**src/rtl/divu_hilo_seq_if.sv**
```systemverilog
// Bundle between the EX stage and the divu/HI-LO sequencer.
//
// Handshake: start/mf_req are presented by EX for the current cycle and are
// consumed only in a cycle where stall is low; while stall is high, EX must
// hold the same request (and operands) until stall drops. done is a one-cycle
// pulse from the sequencer with no back-pressure.
interface divu_hilo_seq_if #(
  parameter int WIDTH = 32
);
  logic             start;
  logic [WIDTH-1:0] dividend;
  logic [WIDTH-1:0] divisor;
  logic             mf_req;
  logic             mf_sel;
  logic             flush;
  logic             busy;
  logic             stall;
  logic             done;
  logic [WIDTH-1:0] hi;
  logic [WIDTH-1:0] lo;
  logic [WIDTH-1:0] mf_data;

  // EX side of the pipeline
  modport master (
    output start, dividend, divisor, mf_req, mf_sel, flush,
    input  busy, stall, done, hi, lo, mf_data
  );

  // Divide sequencer side
  modport slave (
    input  start, dividend, divisor, mf_req, mf_sel, flush,
    output busy, stall, done, hi, lo, mf_data
  );
endinterface

```
**src/rtl/divu_hilo_seq.sv**
```systemverilog
// Unsigned restoring divider (one quotient bit per cycle) that owns the
// HI/LO register pair: HI = remainder, LO = quotient. Requests that touch
// HI/LO while a divide is running are stalled in EX until it finishes.
module divu_hilo_seq #(
  parameter int WIDTH = 32,
  parameter int CNT_W = 5
) (
  input  logic           clk,
  input  logic           rst_n,
  divu_hilo_seq_if.slave bus,
  output logic           dbg_state_o
);

  typedef enum logic {
    IDLE = 1'b0,
    RUN  = 1'b1
  } state_e;

  state_e           state_q;
  logic [CNT_W-1:0] cnt_q;
  logic [WIDTH-1:0] rem_q;
  logic [WIDTH-1:0] quo_q;
  logic [WIDTH-1:0] dvs_q;
  logic [WIDTH-1:0] hi_q;
  logic [WIDTH-1:0] lo_q;
  logic             done_q;

  logic [WIDTH:0]   rs;
  logic [WIDTH:0]   t;
  logic [WIDTH-1:0] rem_d;
  logic [WIDTH-1:0] quo_d;
  logic             last_step;

  // The partial remainder always stays below the divisor, so WIDTH bits of
  // storage suffice; only the shifted value needs the extra top bit.
  // One restoring shift-subtract step on the current partial remainder.
  always_comb begin
    rs    = {rem_q, quo_q[WIDTH-1]};
    t     = rs - {1'b0, dvs_q};
    rem_d = rs[WIDTH-1:0];
    quo_d = {quo_q[WIDTH-2:0], 1'b0};
    if (!t[WIDTH]) begin
      rem_d = t[WIDTH-1:0];
      quo_d = {quo_q[WIDTH-2:0], 1'b1};
    end
  end

  assign last_step = (cnt_q == CNT_W'(WIDTH - 1));

  // Sequencer FSM: accept a divide, step it, commit HI/LO on the last step.
  always_ff @(posedge clk) begin
    if (!rst_n) begin
      state_q <= IDLE;
      cnt_q   <= '0;
      rem_q   <= '0;
      quo_q   <= '0;
      dvs_q   <= '0;
      hi_q    <= '0;
      lo_q    <= '0;
      done_q  <= 1'b0;
    end else begin
      done_q <= 1'b0;
      case (state_q)
        IDLE: begin
          // A flushed divu never starts.
          if (bus.start && !bus.flush) begin
            dvs_q   <= bus.divisor;
            quo_q   <= bus.dividend;
            rem_q   <= '0;
            cnt_q   <= '0;
            state_q <= RUN;
          end
        end
        RUN: begin
          if (bus.flush) begin
            // Abort: HI/LO keep their pre-divide values, no done pulse.
            cnt_q   <= '0;
            state_q <= IDLE;
          end else begin
            rem_q <= rem_d;
            quo_q <= quo_d;
            cnt_q <= cnt_q + 1'b1;
            if (last_step) begin
              hi_q    <= rem_d;
              lo_q    <= quo_d;
              done_q  <= 1'b1;
              state_q <= IDLE;
            end
          end
        end
        default: state_q <= IDLE;
      endcase
    end
  end

  assign bus.busy    = (state_q == RUN);
  assign bus.stall   = bus.busy & (bus.mf_req | bus.start);
  assign bus.done    = done_q;
  assign bus.hi      = hi_q;
  assign bus.lo      = lo_q;
  assign bus.mf_data = bus.mf_sel ? hi_q : lo_q;
  assign dbg_state_o = state_q;

endmodule

```
**src/flat_wrapper.sv**
```systemverilog
// flat-port wrapper written by rule: the top's interface ports become plain ports
module divu_hilo_seq_flat 
#(
  parameter int WIDTH = 32,
  parameter int CNT_W = 5
)
  (clk, rst_n, dbg_state_o, bus_start, bus_dividend, bus_divisor, bus_mf_req, bus_mf_sel, bus_flush, bus_busy, bus_stall, bus_done, bus_hi, bus_lo, bus_mf_data);
  divu_hilo_seq_if #(.WIDTH(WIDTH)) bus_i ();
  input  logic clk;
  input  logic rst_n;
  output logic dbg_state_o;
  input wire logic [$bits(bus_i.start)-1:0] bus_start;
  input wire logic [$bits(bus_i.dividend)-1:0] bus_dividend;
  input wire logic [$bits(bus_i.divisor)-1:0] bus_divisor;
  input wire logic [$bits(bus_i.mf_req)-1:0] bus_mf_req;
  input wire logic [$bits(bus_i.mf_sel)-1:0] bus_mf_sel;
  input wire logic [$bits(bus_i.flush)-1:0] bus_flush;
  output wire logic [$bits(bus_i.busy)-1:0] bus_busy;
  output wire logic [$bits(bus_i.stall)-1:0] bus_stall;
  output wire logic [$bits(bus_i.done)-1:0] bus_done;
  output wire logic [$bits(bus_i.hi)-1:0] bus_hi;
  output wire logic [$bits(bus_i.lo)-1:0] bus_lo;
  output wire logic [$bits(bus_i.mf_data)-1:0] bus_mf_data;
  assign bus_i.start = bus_start;
  assign bus_i.dividend = bus_dividend;
  assign bus_i.divisor = bus_divisor;
  assign bus_i.mf_req = bus_mf_req;
  assign bus_i.mf_sel = bus_mf_sel;
  assign bus_i.flush = bus_flush;
  assign bus_busy = bus_i.busy;
  assign bus_stall = bus_i.stall;
  assign bus_done = bus_i.done;
  assign bus_hi = bus_i.hi;
  assign bus_lo = bus_i.lo;
  assign bus_mf_data = bus_i.mf_data;
  divu_hilo_seq #(.WIDTH(WIDTH), .CNT_W(CNT_W)) u_core (.clk(clk), .rst_n(rst_n), .bus(bus_i), .dbg_state_o(dbg_state_o));
endmodule
```
**config.mk**
```make
export PLATFORM = sky130hd
export DESIGN_NAME = divu_hilo_seq_flat
export DESIGN_NICKNAME = d
export VERILOG_FILES = /design/src/rtl/divu_hilo_seq_if.sv /design/src/rtl/divu_hilo_seq.sv /design/src/flat_wrapper.sv
export SDC_FILE = /design/constraint.sdc
export NUM_CORES = 1
export LEC_CHECK = 0
export CORE_MARGIN = 2
export CORE_UTILIZATION = 53
export CTS_CLUSTER_SIZE = 12
export DETAILED_ROUTE_END_ITERATION = 12
export DONT_BUFFER_PORTS = 1
export GPL_ROUTABILITY_DRIVEN = 0
export PLACE_DENSITY = 0.68
export SETUP_SLACK_MARGIN = 0.2
export SLEW_MARGIN = 5
export SYNTH_ARGS = -nofsm -noshare
export SYNTH_HDL_FRONTEND = slang
export SYNTH_SLANG_ARGS = --single-unit
```
**constraint.sdc**
```tcl
create_clock -name clk -period 6.6 [get_ports clk]
set_clock_uncertainty 0.2 [all_clocks]
set_input_delay 0.33 -clock clk [delete_from_list [all_inputs] [get_ports clk]]
set_output_delay 0.33 -clock clk [all_outputs]
set_load 0.02 [all_outputs]
```
[After elaboration in Yosys (flattened, before gate mapping)]
Index checks and enable logic that the tools add are counted.
Storage, ports and cells
  bits in registers: 167
  logic and storage cells: 41
Operators by class
  $add $sub $neg: 2
  eq/ne operators: 3
  mux-type cells: 17
  bitwise gates (word level): 5
  reduce and logical (&&, ||, !) cells: 6
Operators by type and width (count)
  $mux 32: 6
  $pmux 32 s2: 2
  $sub 33x32->33: 1
  $mux 5: 2
  $pmux 5 s2: 1
  $add 5x1->5 const B: 1
  $eq 5x5->1 const B: 1
  $mux 1: 5
  $reduce_and 2->1: 2
  $not 1->1: 3
  $reduce_and 3->1: 1
  $reduce_or 3->1: 1
  $ne 2x1->1 const B: 1
  $ne 2x2->1 const B: 1
  $pmux 1 s2: 1
  $and 1x1->1: 1
  $logic_and 1x1->1: 1
  $logic_not 1->1: 1
  $or 1x1->1: 1

[Logic depth before layout (Yosys ltp)]
  depth in word-level cells: 4
  mapped depth: 14
  mapped depth without buffers: 13

[Worst setup path after synthesis]
OpenSTA, ideal clock, no wires.
  path kind: register to register
  start: register u_core.quo_q[31]
  end: register u_core.hi_q[27] (netlist: u_core.bus.hi[27])
  library setup time: 0.086 ns
  arrival time: 3.132 ns
  data required time: 6.314 ns
  slack: 3.183 ns
  stages on the path, launching flop included: 15
  buffers on the path: 2
  period minus slack after synthesis: 3.417 ns
  cells stage by stage: dfxtp_1 -> inv_1 -> ha_1 -> inv_1 -> fa_1 -> a211oi_1 -> o211a_1 -> or4b_4 -> a211o_1 -> and4b_4 -> or3_1 -> buf_6 -> buf_12 -> mux2i_1 -> a211oi_1
Between the ends
  word-level cells in the longest chain between the ends: 2
RTL lines
  start: declaration: line divu_hilo_seq.sv:22  | logic [WIDTH-1:0] quo_q;
  start signal: assignment: line divu_hilo_seq.sv:68  | quo_q <= bus.dividend;
  start signal: assignment: line divu_hilo_seq.sv:81  | quo_q <= quo_d;
  $sub 33x32->33: line divu_hilo_seq.sv:39  | t = rs - {1'b0, dvs_q};
  $mux 32: line divu_hilo_seq.sv:42  | if (!t[WIDTH]) begin
  end signal: assignment: line divu_hilo_seq.sv:84  | hi_q <= rem_d;
  end: declaration: line divu_hilo_seq.sv:24  | logic [WIDTH-1:0] hi_q;
Every way passes these cells.
A chain may end at the register's enable or synchronous reset.

[Worst setup path after layout]
  start: register u_core.quo_q[31]
  end: register u_core.hi_q[20] (netlist: u_core.bus.hi[20])
The elaborated chain is that of the path after synthesis.

==> summary.md <==
| Metric | Value |
|---|---|
| Share of cells above drive strength 1 | `7.914%` |
| Critical path endpoint category | `flip-flop` |
| Final #Nets | `1166` |
| Post-Syn Area | `0.008431 sq mm` |
| Outcome | `completed` |
| CTS resizes | `0` |
| CTS tree | `built` |
| Die X-Extent | `130.1 um` |
| GRT overflow | `0` |
| Pre-antenna DRT Iters | `7` |
| Clock sink count | `167` |
| Critical path peak fanout | `16` |
| Final Max Tran Viols | `0` |
| Area after DPL | `0.008504 sq mm` |
| Detailed Place HPWL | `14.99 mm` |
| Final non-filler cell area | `0.009727 sq mm` |
| Initial core utilization | `53.66%` |
| Leak Pwr | `3.715 nW` |
| Fmax | `242.2 MHz` |
| Core ar. | `0.01571 sq mm` |
| CTS Root Cell | `clkbuf_16` |
| Vias in the first global route | `6529` |
| Filler cell count | `1392` |
| Vias per cell | `5.590` |
| Syn avg cell area | `8.153 sq um` |
| Postcts setup bufs | `0` |
| Total CTS buffers | `17` |
| Largest net degree at the start of global routing | `82` |
| Slew headroom | `28.71%` |
| EDFF count, synth | `0` |
| CTS H-tree depth | `4` |
| Crit start category | `flip-flop` |
| Syn Inst Count | `1034` |
| Initial DRC count | `466` |
| N_diodes | `0` |
| Sequential share of the synthesized area | `39.66%` |
| CTS hold repair buffers | `65` |
| Hold Crit Class | `in -> reg` |
| Req. time, crit path | `6720 ps` |
| DR vias | `7211` |
| Worst vdd ir | `174.0 uV` |
| Multi-input combinational cell area | `0.004674 sq mm` |
| Antenna Nets Post-Route | `0` |
| RSZ-0062 raised after global routing | `no` |
| Syn nets | `1139` |
| Routed Wire Length | `21.43 mm` |
| Max Cap Viol | `0` |
| Post-synthesis cell type count | `61` |
| Antenna violations before repair | `0` |
| Rows | `46` |
| Final Hold Vio Count | `0` |
| Critical path arrival | `4250 ps` |
| IO Count | `170` |
| Critical path type | `reg -> reg` |
| Most used flip-flop cell after synthesis | `dfxtp_1` |
| Clock buffer depth | `2` |
| Worst Tran Pin Value | `1067 ps` |
| Die Y-Extent | `130.1 um` |
| First-pass GRT wire length | `34.34 mm` |
| Setup violators final | `0` |
| Worst-Skew Late Latency | `430 ps` |
| Sequential Area | `0.003344 sq mm` |
| Drt wl/cell | `16.61 um` |
| Tot GR Track Use | `25.54%` |
| Die area | `0.01693 sq mm` |
| Port bufs | `0` |
| Area Overhead vs Synth | `15.38%` |
| Yosys warnings | `0` |
| PD cells | `250.4 mW/mm^2` |
| Async S/R FF share, synth | `0%` |
| Setup TNS | `0 ps` |
| CTS clk-pin slew, worst paths | `70 ps` |
| Residual DRC | `0` |
| Flops & latches, synth | `167` |
| Final Critical Period | `4129 ps` |
| Fin crit share | `62.57%` |
==> registers in the layout (all words and copies together), names as in the netlist <==
signal	cells
u_core.bus.busy	1
u_core.bus.hi	32
u_core.quo_q	32
u_core.cnt_q	5
u_core.bus.done	1
u_core.rem_q	32
u_core.dvs_q	32
u_core.bus.lo	32
==> cell families (layout without fill, tap and decap cells) <==
kind of cell    after synthesis  after routing  synth area share (%)
xor+xnor                     31             31                 3.221
flops                       167            167                 39.66
compound gates              305            305                 21.30
simple gates                311            311                 15.51
fa+ha+maj                    35             35                 5.284
mux                          80             80                 9.973
buf+inv                     105            145                 5.061
==> critical path: stages, from the launching register on <==
cell	delay, ps
dfxtp_1	330
inv_1	50
ha_1	190
inv_1	80
fa_1	250
a211oi_1	120
o211a_1	250
or4b_4	550
a211o_1	330
a21oi_1	270
or3_1	790
mux2i_1	290
o21ai_0	110
and2_1	200
==> report_power, final <==
| part | leakage (nW) | total, mW | internal, mW | switching (mW) |
|---|---|---|---|---|
| clock | 0.278 | 0.966 | 0.528 | 0.438 |
| combinational | 2.08 | 0.415 | 0.173 | 0.242 |
| sequential | 1.36 | 1.05 | 1.03 | 0.0198 |
| total | 3.72 | 2.44 | 1.74 | 0.700 |
==> cells in the mapped netlist (all sizes together), types with 10 or more instances <==
cell type | n | area [sq um]
nand2 | 187 | 701.9
dfxtp | 167 | 3343
a21oi | 134 | 670.6
nor2 | 77 | 289.0
o21ai | 74 | 370.4
clkbuf | 55 | 206.5
mux2i | 48 | 480.5
a211oi | 38 | 285.3
inv | 38 | 142.6
ha | 34 | 425.4
mux2 | 32 | 360.4
xor2 | 19 | 166.4
a21o | 12 | 90.09
xnor2 | 12 | 105.1
buf | 11 | 73.82
o21a | 10 | 75.07
==> metrics by stage <==
stage	hold slack (ps)	utilization (%)	total power [mW]	setup WS, ps	instances
after CTS	9.097	61.90	2.446	2489	1290
after floorplan	213.1	-	1.387	3183	1034
after global routing	36.68	61.90	2.537	2260	1290
after detailed placement	215.7	54.12	1.451	2511	1193
after global placement	217.9	54.12	1.450	2574	1193
final	17.96	61.90	2.435	2471	1290
==> placed cells by master (no fill, tap or decap), drive strengths merged, types with 4 or more instances in the layout <==
cell type / netlist / layout
buf: 11 / 9
a211oi: 38 / 38
nand4: 6 / 6
clkbuf: 55 / 17
nand2: 187 / 187
ha: 34 / 34
mux2: 32 / 32
xnor2: 12 / 12
and2: 9 / 9
clkinv: 1 / 8
a21o: 12 / 12
mux2i: 48 / 48
inv: 38 / 43
o21ai: 74 / 74
xor2: 19 / 19
a21oi: 134 / 134
dlygate4sd3: 0 / 65
o21a: 10 / 10
a22oi: 4 / 4
nand3: 8 / 8
nor2: 77 / 77
nor3: 4 / 4
dfxtp: 167 / 167
==> path summary, 6_finish.rpt <==
kind                                  from                             end  slack [ps]  cells after the start
min reg2reg  u_core.dvs_q[25]$_SDFFE_PN0P_   u_core.dvs_q[25]$_SDFFE_PN0P_         260                      2
max          u_core.quo_q[31]$_SDFFE_PN0P_  u_core.bus.hi[20]$_SDFFE_PN0P_        2470                     13
max reg2reg  u_core.quo_q[31]$_SDFFE_PN0P_  u_core.bus.hi[20]$_SDFFE_PN0P_        2470                     13
min                              bus_start   u_core.quo_q[31]$_SDFFE_PN0P_          20                      3
==> layout make-up <==
type / count / area share, %
Clock buffer: 17 / 4.374
Clock inverter: 15 / 1.505
Inverter: 39 / 1.518
Multi-Input combinational cell: 762 / 48.06
Sequential cell: 167 / 34.38
Tap cell: 216 / 2.778
Timing Repair Buffer: 74 / 7.384
==> layer usage <==
layer,GRT usage [%],up-vias,routed length [um],part of all wire (%)
met2,37.73,231,9350,44
li1,-,3658,-,-
met1,37.46,3308,10450,49
met4,6.894,0,159,0.74
met5,0,-,0,0
met3,5.904,14,1471,6.9
No activity file was read; power rests on OpenSTA's default activity.
